===== config.mk =====
export PLATFORM = sky130hd
export DESIGN_NAME = sum_result_buffer
export DESIGN_NICKNAME = d
export VERILOG_FILES = /design/src/rtl/sum_result_buffer.sv
export SDC_FILE = /design/constraint.sdc
export NUM_CORES = 1
export LEC_CHECK = 0
export CAP_MARGIN = 20
export CORE_AREA = 3 3 189 191
export CTS_CLUSTER_SIZE = 16
export DETAILED_ROUTE_END_ITERATION = 8
export DIE_AREA = 0 0 192 194
export PLACE_DENSITY = 0.52
export SYNTH_ARGS = -nofsm -noshare
export SYNTH_HDL_FRONTEND = slang
export SYNTH_SLANG_ARGS = --single-unit

===== constraint.sdc =====
create_clock -name clk -period 7 [get_ports clk]
set_input_delay 1.4 -clock clk [delete_from_list [all_inputs] [get_ports clk]]
set_output_delay 1.4 -clock clk [all_outputs]
set_load 0.02 [all_outputs]

===== src/rtl/sum_result_buffer.sv =====
// Result FIFO behind the pipelined adder: captures {cout, sum}, serves it FWFT over
// valid/ready, and returns issue credits so the adder output can never overrun storage.
module sum_result_buffer #(
    parameter int unsigned WIDTH   = 32,
    parameter int unsigned DEPTH   = 8,
    parameter int unsigned LATENCY = 4
) (
    input  logic                       clk,
    input  logic                       rst,
    input  logic                       issue,
    output logic                       issue_ok,
    input  logic                       v_in,
    input  logic [WIDTH-1:0]           sum_in,
    input  logic                       cout_in,
    output logic                       m_valid,
    input  logic                       m_ready,
    output logic [WIDTH-1:0]           m_sum,
    output logic                       m_cout,
    output logic [$clog2(DEPTH+1)-1:0] level,
    output logic                       err
);

    localparam int unsigned LVL_W   = $clog2(DEPTH + 1);
    localparam int unsigned PTR_W   = $clog2(DEPTH);
    localparam int unsigned FLUSH_W = $clog2(LATENCY + 1);
    localparam int unsigned SUM_W   = LVL_W + 1;

    logic [WIDTH:0]     mem [DEPTH];
    logic [PTR_W-1:0]   wr_ptr, rd_ptr, wr_ptr_nxt, rd_ptr_nxt;
    logic [LVL_W-1:0]   inflight, inflight_nxt, level_nxt;
    logic [FLUSH_W-1:0] flush_cnt, flush_nxt;
    logic               err_nxt;
    logic               flushing, pop, push_req, push, full;

    function automatic logic [PTR_W-1:0] ptr_inc(input logic [PTR_W-1:0] p);
        return (p == PTR_W'(DEPTH - 1)) ? '0 : p + PTR_W'(1);
    endfunction

    // Handshake and credit status, derived from registered state only
    always_comb begin
        flushing = (flush_cnt != '0);
        full     = (level == LVL_W'(DEPTH));
        m_valid  = (level != '0);
        pop      = m_valid && m_ready;
        push_req = v_in && !flushing;
        push     = push_req && (!full || pop);
        issue_ok = !flushing && ((SUM_W'(level) + SUM_W'(inflight)) < SUM_W'(DEPTH));
        {m_cout, m_sum} = mem[rd_ptr];
    end

    // Next-state: pointers, occupancy, credits, sticky error, flush countdown
    always_comb begin
        wr_ptr_nxt   = wr_ptr;
        rd_ptr_nxt   = rd_ptr;
        level_nxt    = level;
        inflight_nxt = inflight;
        err_nxt      = err;
        flush_nxt    = flush_cnt;

        if (flushing) flush_nxt = flush_cnt - FLUSH_W'(1);
        if (push)     wr_ptr_nxt = ptr_inc(wr_ptr);
        if (pop)      rd_ptr_nxt = ptr_inc(rd_ptr);

        if (push && !pop)      level_nxt = level + LVL_W'(1);
        else if (pop && !push) level_nxt = level - LVL_W'(1);

        // Stale adder results and issues during flush are ignored entirely
        if (!flushing) begin
            if (issue && !v_in) begin
                if (inflight != LVL_W'(DEPTH)) inflight_nxt = inflight + LVL_W'(1);
            end else if (v_in && !issue && inflight != '0) begin
                inflight_nxt = inflight - LVL_W'(1);
            end
            if (push_req && full && !pop) err_nxt = 1'b1;
            if (issue && !issue_ok)       err_nxt = 1'b1;
            if (v_in && inflight == '0)   err_nxt = 1'b1;
        end
    end

    always_ff @(posedge clk or posedge rst) begin
        if (rst) begin
            wr_ptr    <= '0;
            rd_ptr    <= '0;
            level     <= '0;
            inflight  <= '0;
            err       <= 1'b0;
            flush_cnt <= FLUSH_W'(LATENCY);
        end else begin
            wr_ptr    <= wr_ptr_nxt;
            rd_ptr    <= rd_ptr_nxt;
            level     <= level_nxt;
            inflight  <= inflight_nxt;
            err       <= err_nxt;
            flush_cnt <= flush_nxt;
        end
    end

    // Storage is deliberately left unreset
    always_ff @(posedge clk) begin
        if (push) mem[wr_ptr] <= {cout_in, sum_in};
    end

endmodule


== Yosys cells after proc, flatten, opt, wreduce, memory -nomap -nowiden ==
Memory sizes are Yosys's and may differ from the RTL's.
Index checks and enable logic that the tools add are counted.

* Register bits: 18
* Bits in writable memories: 264
* Input bits: 38
* Logic and storage cells: 64
* Memories kept: 1

* Add/sub/neg operators: 8
* Order comparisons: 1
* Eq/ne operators: 5
* Multiplexer cells: 12
* Bitwise operators: 1
* Reduce and logical (&&, ||, !) cells: 30

{| class="wikitable"
|+ Memories
! memory !! words !! width !! rd ports !! clocked after Yosys merged registers in !! write ports !! line !! text
|-
| mem || 8 || 33 || 1 || 0 || 1 || 28 || <nowiki>logic [WIDTH:0] mem [DEPTH];</nowiki>
|}

{| class="wikitable"
|+ Operators with widths
! kind !! number
|-
| two-way mux 4 bit || 5
|-
| logical AND 1 bit || 13
|-
| adder 4 x 1 -> 4 bit, second input constant || 2
|-
| nonzero test 4 bit || 2
|-
| subtractor 4 x 1 -> 4 bit, second input constant || 2
|-
| logical NOT 1 bit || 7
|-
| adder 3 x 1 -> 3 bit, second input constant || 2
|-
| equality test 3 bit, second input constant || 2
|-
| two-way mux 3 bit || 2
|-
| nonzero test 3 bit || 2
|-
| adder 4 x 4 -> 5 bit || 1
|-
| less-than comparator 5 x 4 -> 1 bit, second input constant || 1
|-
| two-way mux 1 bit || 5
|-
| equality test 4 bit, second input constant || 1
|-
| logical NOT 4 bit || 1
|-
| inequality test 4 bit, second input constant || 1
|-
| nonzero test 2 bit || 2
|-
| AND reduction 3 bit || 1
|-
| subtractor 3 x 1 -> 3 bit, second input constant || 1
|-
| inequality test 2 x 1 -> 1 bit, second input constant || 1
|-
| AND reduction 2 bit || 1
|-
| logical OR 1 bit || 1
|-
| NOT 1 bit || 1
|}

== Longest topological paths before layout ==
* Word-level depth: 8
* Mapped depth: 12
* Gate-level depth less buffers: 12

== Worst setup path before layout ==
No wires, ideal clock.

* Kind: input-to-reg
* Start: in m_ready
* End: mem mem[4][0] (netlist bit), enable pin
* Arrival: 5.193 ns
* Data required time: 6.482 ns
* Setup slack: 1.289 ns
* Stages on the path: 3
* Buffers on the path: 0
* Cells stage by stage: nor3_2 nand3b_2 nor4b_1

* Longest elaborated chain between the ends: 5

{| class="wikitable"
|+ RTL lines
! what !! line !! text
|-
| from (decl) || 16 || <nowiki>input logic m_ready,</nowiki>
|-
| logical AND 1 bit || 44 || <nowiki>pop = m_valid && m_ready;</nowiki>
|-
| logical OR 1 bit || 46 || <nowiki>push = push_req && (!full || pop);</nowiki>
|-
| logical AND 1 bit || 46 ||
|-
| two-way mux 1 bit || 100 || <nowiki>if (push) mem[wr_ptr] <= {cout_in, sum_in};</nowiki>
|-
| two-way mux 1 bit (not written as such) || 100 ||
|-
| to (decl) || 28 ||
|}

No other way between the ends.

== Worst setup path in the final report ==
* Start: reg rd_ptr[0]
* End: out m_sum[21]

* Longest elaborated chain between the ends: 1

{| class="wikitable"
|+ RTL lines
! what !! line !! text
|-
| from (decl) || 29 || <nowiki>logic [PTR_W-1:0] wr_ptr, rd_ptr, wr_ptr_nxt, rd_ptr_nxt;</nowiki>
|-
| from (signal assigned) || 90 || <nowiki>rd_ptr <= rd_ptr_nxt;</nowiki>
|-
| memory (8 x 33 bit) || -- ||
|-
| to (decl) || 17 || <nowiki>output logic [WIDTH-1:0] m_sum,</nowiki>
|}

No other way between the ends.

==> impl_metrics.tcl <==
set metrics [dict create \
    status "finished clean" \
    cts.hold.buffers_added 0 \
    clk_path_buf_depth 3 \
    grt_first_pass_wirelength_um 34900 \
    share_comb_of_total_power_pct 32.9 \
    area_growth_pct 21.1 \
    cts-root-buf "clkbuf_16" \
    cts.sinks 282 \
    wl_um 22600 \
    fin_cells 1073 \
    drc_errors 0 \
    wl_met1_um 9790 \
    syn_inst 493 \
    hold_violations 0 \
    critical_path_arrival_ns 3.04 \
    syn_area_per_cell_sq_um 22.8 \
    min_period_ns 4.44 \
    filler_cell_count 3066 \
    clock_latency_ns 0.50 \
    core_sq_mm 0.0343 \
    ys_ff_latch 282 \
    rows 68 \
    critPathKind "register to output port" \
    skew_ns 0.0204 \
    first_global_vias 5791 \
    start_util_pct 32.8 \
    power.switching_mw 1.78 \
    wl_met3_um 979 \
    syn_nets 547 \
    grtUsageTotal_pct 12.3 \
    overflow 0 \
    async_flop_share_pct 6.38 \
    mostFrequentLayoutCells "edfxtp_1 (264), clkdlybuf4s50_1 (77), mux4_2 (59), clkbuf_16 (35), mux2_4 (21)" \
    post_cts_resized 0 \
    worst_setup_path_start_kind "register" \
    seqPwrFrac_pct 40.2 \
    vias_per_cell 4.82 \
    dpl.cell_count 1016 \
    synth-main-ff-cell "edfxtp_1" \
    wl_per_cell_um 21.1 \
    hp-start "flush_cnt[0]" \
    clkTransAtPathRegs_ns 0.06 \
    holdPathEnd "flush_cnt[0]" \
    fp.dieArea_sq_mm 0.0372 \
    tightest_slew_ns 1.08 \
    cts_buffers 34 \
    critPathMaxFanout 27 \
    reg2reg_from "flush_cnt[0]" \
    fin_crit_sh_pct 63.5 \
    drv_slew 0 \
    end_kind "output port" \
    synth_edf_count 264 \
    r2r_slack_ns 3.80 \
    required_ns 5.60 \
    p_leak_nw 4.46 \
    min_path_type "register to register" \
    rr_worst_depth 8 \
    fin_nets 651 \
    finalSetupViolCount 0 \
    p_per_area_mw_per_mm2 435 \
    post-cts-setup-buffers 0 \
    switching_share_pct 30.0 \
    synth_sequential_area_ratio_pct 74.6 \
    via_count 5173 \
    place_congestion 0.689 \
    die_w_um 192 \
    wl_met2_um 11300 \
    antenna_left 0 \
    final_common_cell "edfxtp_1" \
    drt-initial-drc-count 320 \
    reg2reg_to "mem[5][2]" \
    highest_layer "met5" \
    tns_ns 0 \
    fmax_mhz 225 \
    p_int_mw 4.14 \
    grt_max_degree 69 \
    ys_types 47 \
    tritoncts "done" \
    antenna_found_initial 3 \
    cap_violations 0 \
    drive_gt1_share_pct 27.2 \
    min_path_cells 1 \
    die_y_um 194 \
    yosys_warnings 0 \
    cts_max_level 2 \
    rsz0062_at_grt "no" \
    netlist_area_sq_mm 0.0112 \
    place_hpwl_um 12100 \
    drt_pre_antenna_iters 4 \
    p_clk_share_pct 26.9 \
    max_slew_margin_pct 28.2 \
    irDropWorstVdd_mv 0.204 \
    io_pins 78 \
    io_buffers 77 \
]
-- worst max path at each step --
| stage | start | end | slack [ns] | depth (start not counted) |
|---|---|---|---|---|
| 2_1_floorplan | m_ready | mem[4][0] | 1.29 | 3 |
| 3_3_place_gp | rd_ptr[0] | m_sum[15] | 2.53 | 4 |
| 3_5_place_dp | m_ready | mem[5][8] | 2.54 | 7 |
| 4_1_cts | rd_ptr[0] | m_sum[21] | 2.48 | 4 |
| 5_1_grt | rd_ptr[0] | m_sum[21] | 2.38 | 4 |
| 6_report | rd_ptr[0] | m_sum[21] | 2.56 | 4 |
-- power by group through the flow --
stage          clock (mW)  sequential [mW]  combinational (mW)
6_report             1.59             2.38                1.95
5_1_grt              1.71             2.42                2.10
4_1_cts              1.64             2.39                2.01
3_5_place_dp            0             2.42                2.00
3_3_place_gp            0             2.46                1.90
2_1_floorplan           0             2.27                1.40
-- metrics by stage --
| step | hold WS [ns] | instance area, sq um | power, mW | util [%] | worst slack [ns] |
|---|---|---|---|---|---|
| 6_report | 0.470 | 13600 | 5.92 | 39.7 | 2.56 |
| 3_5_place_dp | 0.464 | 12600 | 4.42 | 36.7 | 2.54 |
| 5_1_grt | 0.507 | 13600 | 6.23 | 39.7 | 2.38 |
| 4_1_cts | 0.475 | 13600 | 6.03 | 39.7 | 2.48 |
| 2_1_floorplan | 0.446 | 11200 | 3.68 | - | 1.29 |
| 3_3_place_gp | 0.462 | 12600 | 4.36 | 36.6 | 2.53 |
-- cell type report --
class | instances | area [sq um] | area share (%)
Antenna cell | 1 | 2.50 | 0.0184
Clock buffer | 41 | 898 | 6.60
Clock inverter | 15 | 120 | 0.883
Inverter | 8 | 30.0 | 0.221
Multi-Input combinational cell | 183 | 2730 | 20.0
Sequential cell | 282 | 8390 | 61.6
Tap cell | 455 | 569 | 4.18
Timing Repair Buffer | 88 | 873 | 6.42
-- critical path, cell delays in order, from the launching register on --
cell and delay [ns]:
dfrtp_4 0.78, buf_4 0.39, mux4_2 0.54, mux2_4 0.27
clkdlybuf4s50_1 0.54
-- cell families (layout without fill, tap and decap cells) --
group | Yosys count | count (layout) | synth area share (%)
XOR/XNOR | 5 | 5 | 0.390
AND/OR/NAND/NOR | 34 | 34 | 1.88
AO/OA/AOI/OAI | 19 | 19 | 1.19
adder cells (fa/ha/maj) | 16 | 16 | 1.92
other | 0 | 1 | 0
multiplexers | 109 | 109 | 18.5
buffers and inverters | 28 | 152 | 1.58
flip-flops | 282 | 282 | 74.6
-- per-layer routing --
metal  vias up  global-route usage, %
li1       2285                      -
met1      2742                   16.1
met2       103                   20.7
met3        39                   2.93
met4         4                   3.35
met5         -                      0
-- state kept, by name, summed over array words and instances, names as in the netlist --
| name | count |
|---|---|
| wr_ptr | 3 |
| inflight | 4 |
| flush_cnt | 3 |
| level | 4 |
| rd_ptr | 3 |
| mem | 264 |
| err | 1 |
-- cells in the mapped netlist, types with 2 or more instances --
| master | n | area (sq um) |
|---|---|---|
| a21o_1 | 3 | 22.5 |
| or3_1 | 2 | 12.5 |
| nand3_1 | 2 | 10.0 |
| mux4_1 | 7 | 184 |
| xnor2_1 | 3 | 26.3 |
| or4_1 | 2 | 15.0 |
| nor4_1 | 4 | 25.0 |
| a21oi_1 | 5 | 25.0 |
| buf_12 | 3 | 60.1 |
| nand2b_1 | 2 | 12.5 |
| xor2_1 | 2 | 17.5 |
| mux2_4 | 21 | 315 |
| dfrtp_1 | 17 | 425 |
| a211o_1 | 2 | 17.5 |
| fa_1 | 2 | 40.0 |
| mux2_1 | 3 | 33.8 |
| ha_1 | 14 | 175 |
| mux4_2 | 59 | 1330 |
| clkbuf_1 | 7 | 26.3 |
| nor3b_1 | 2 | 15.0 |
| buf_2 | 7 | 35.0 |
| nor4b_1 | 2 | 17.5 |
| nor2_1 | 4 | 15.0 |
| inv_1 | 7 | 26.3 |
| mux2_2 | 18 | 203 |
| nor3_1 | 5 | 25.0 |
| edfxtp_1 | 264 | 7930 |
| clkbuf_4 | 2 | 15.0 |
| nand2_1 | 4 | 15.0 |
Power figures use the tool's default switching activity.
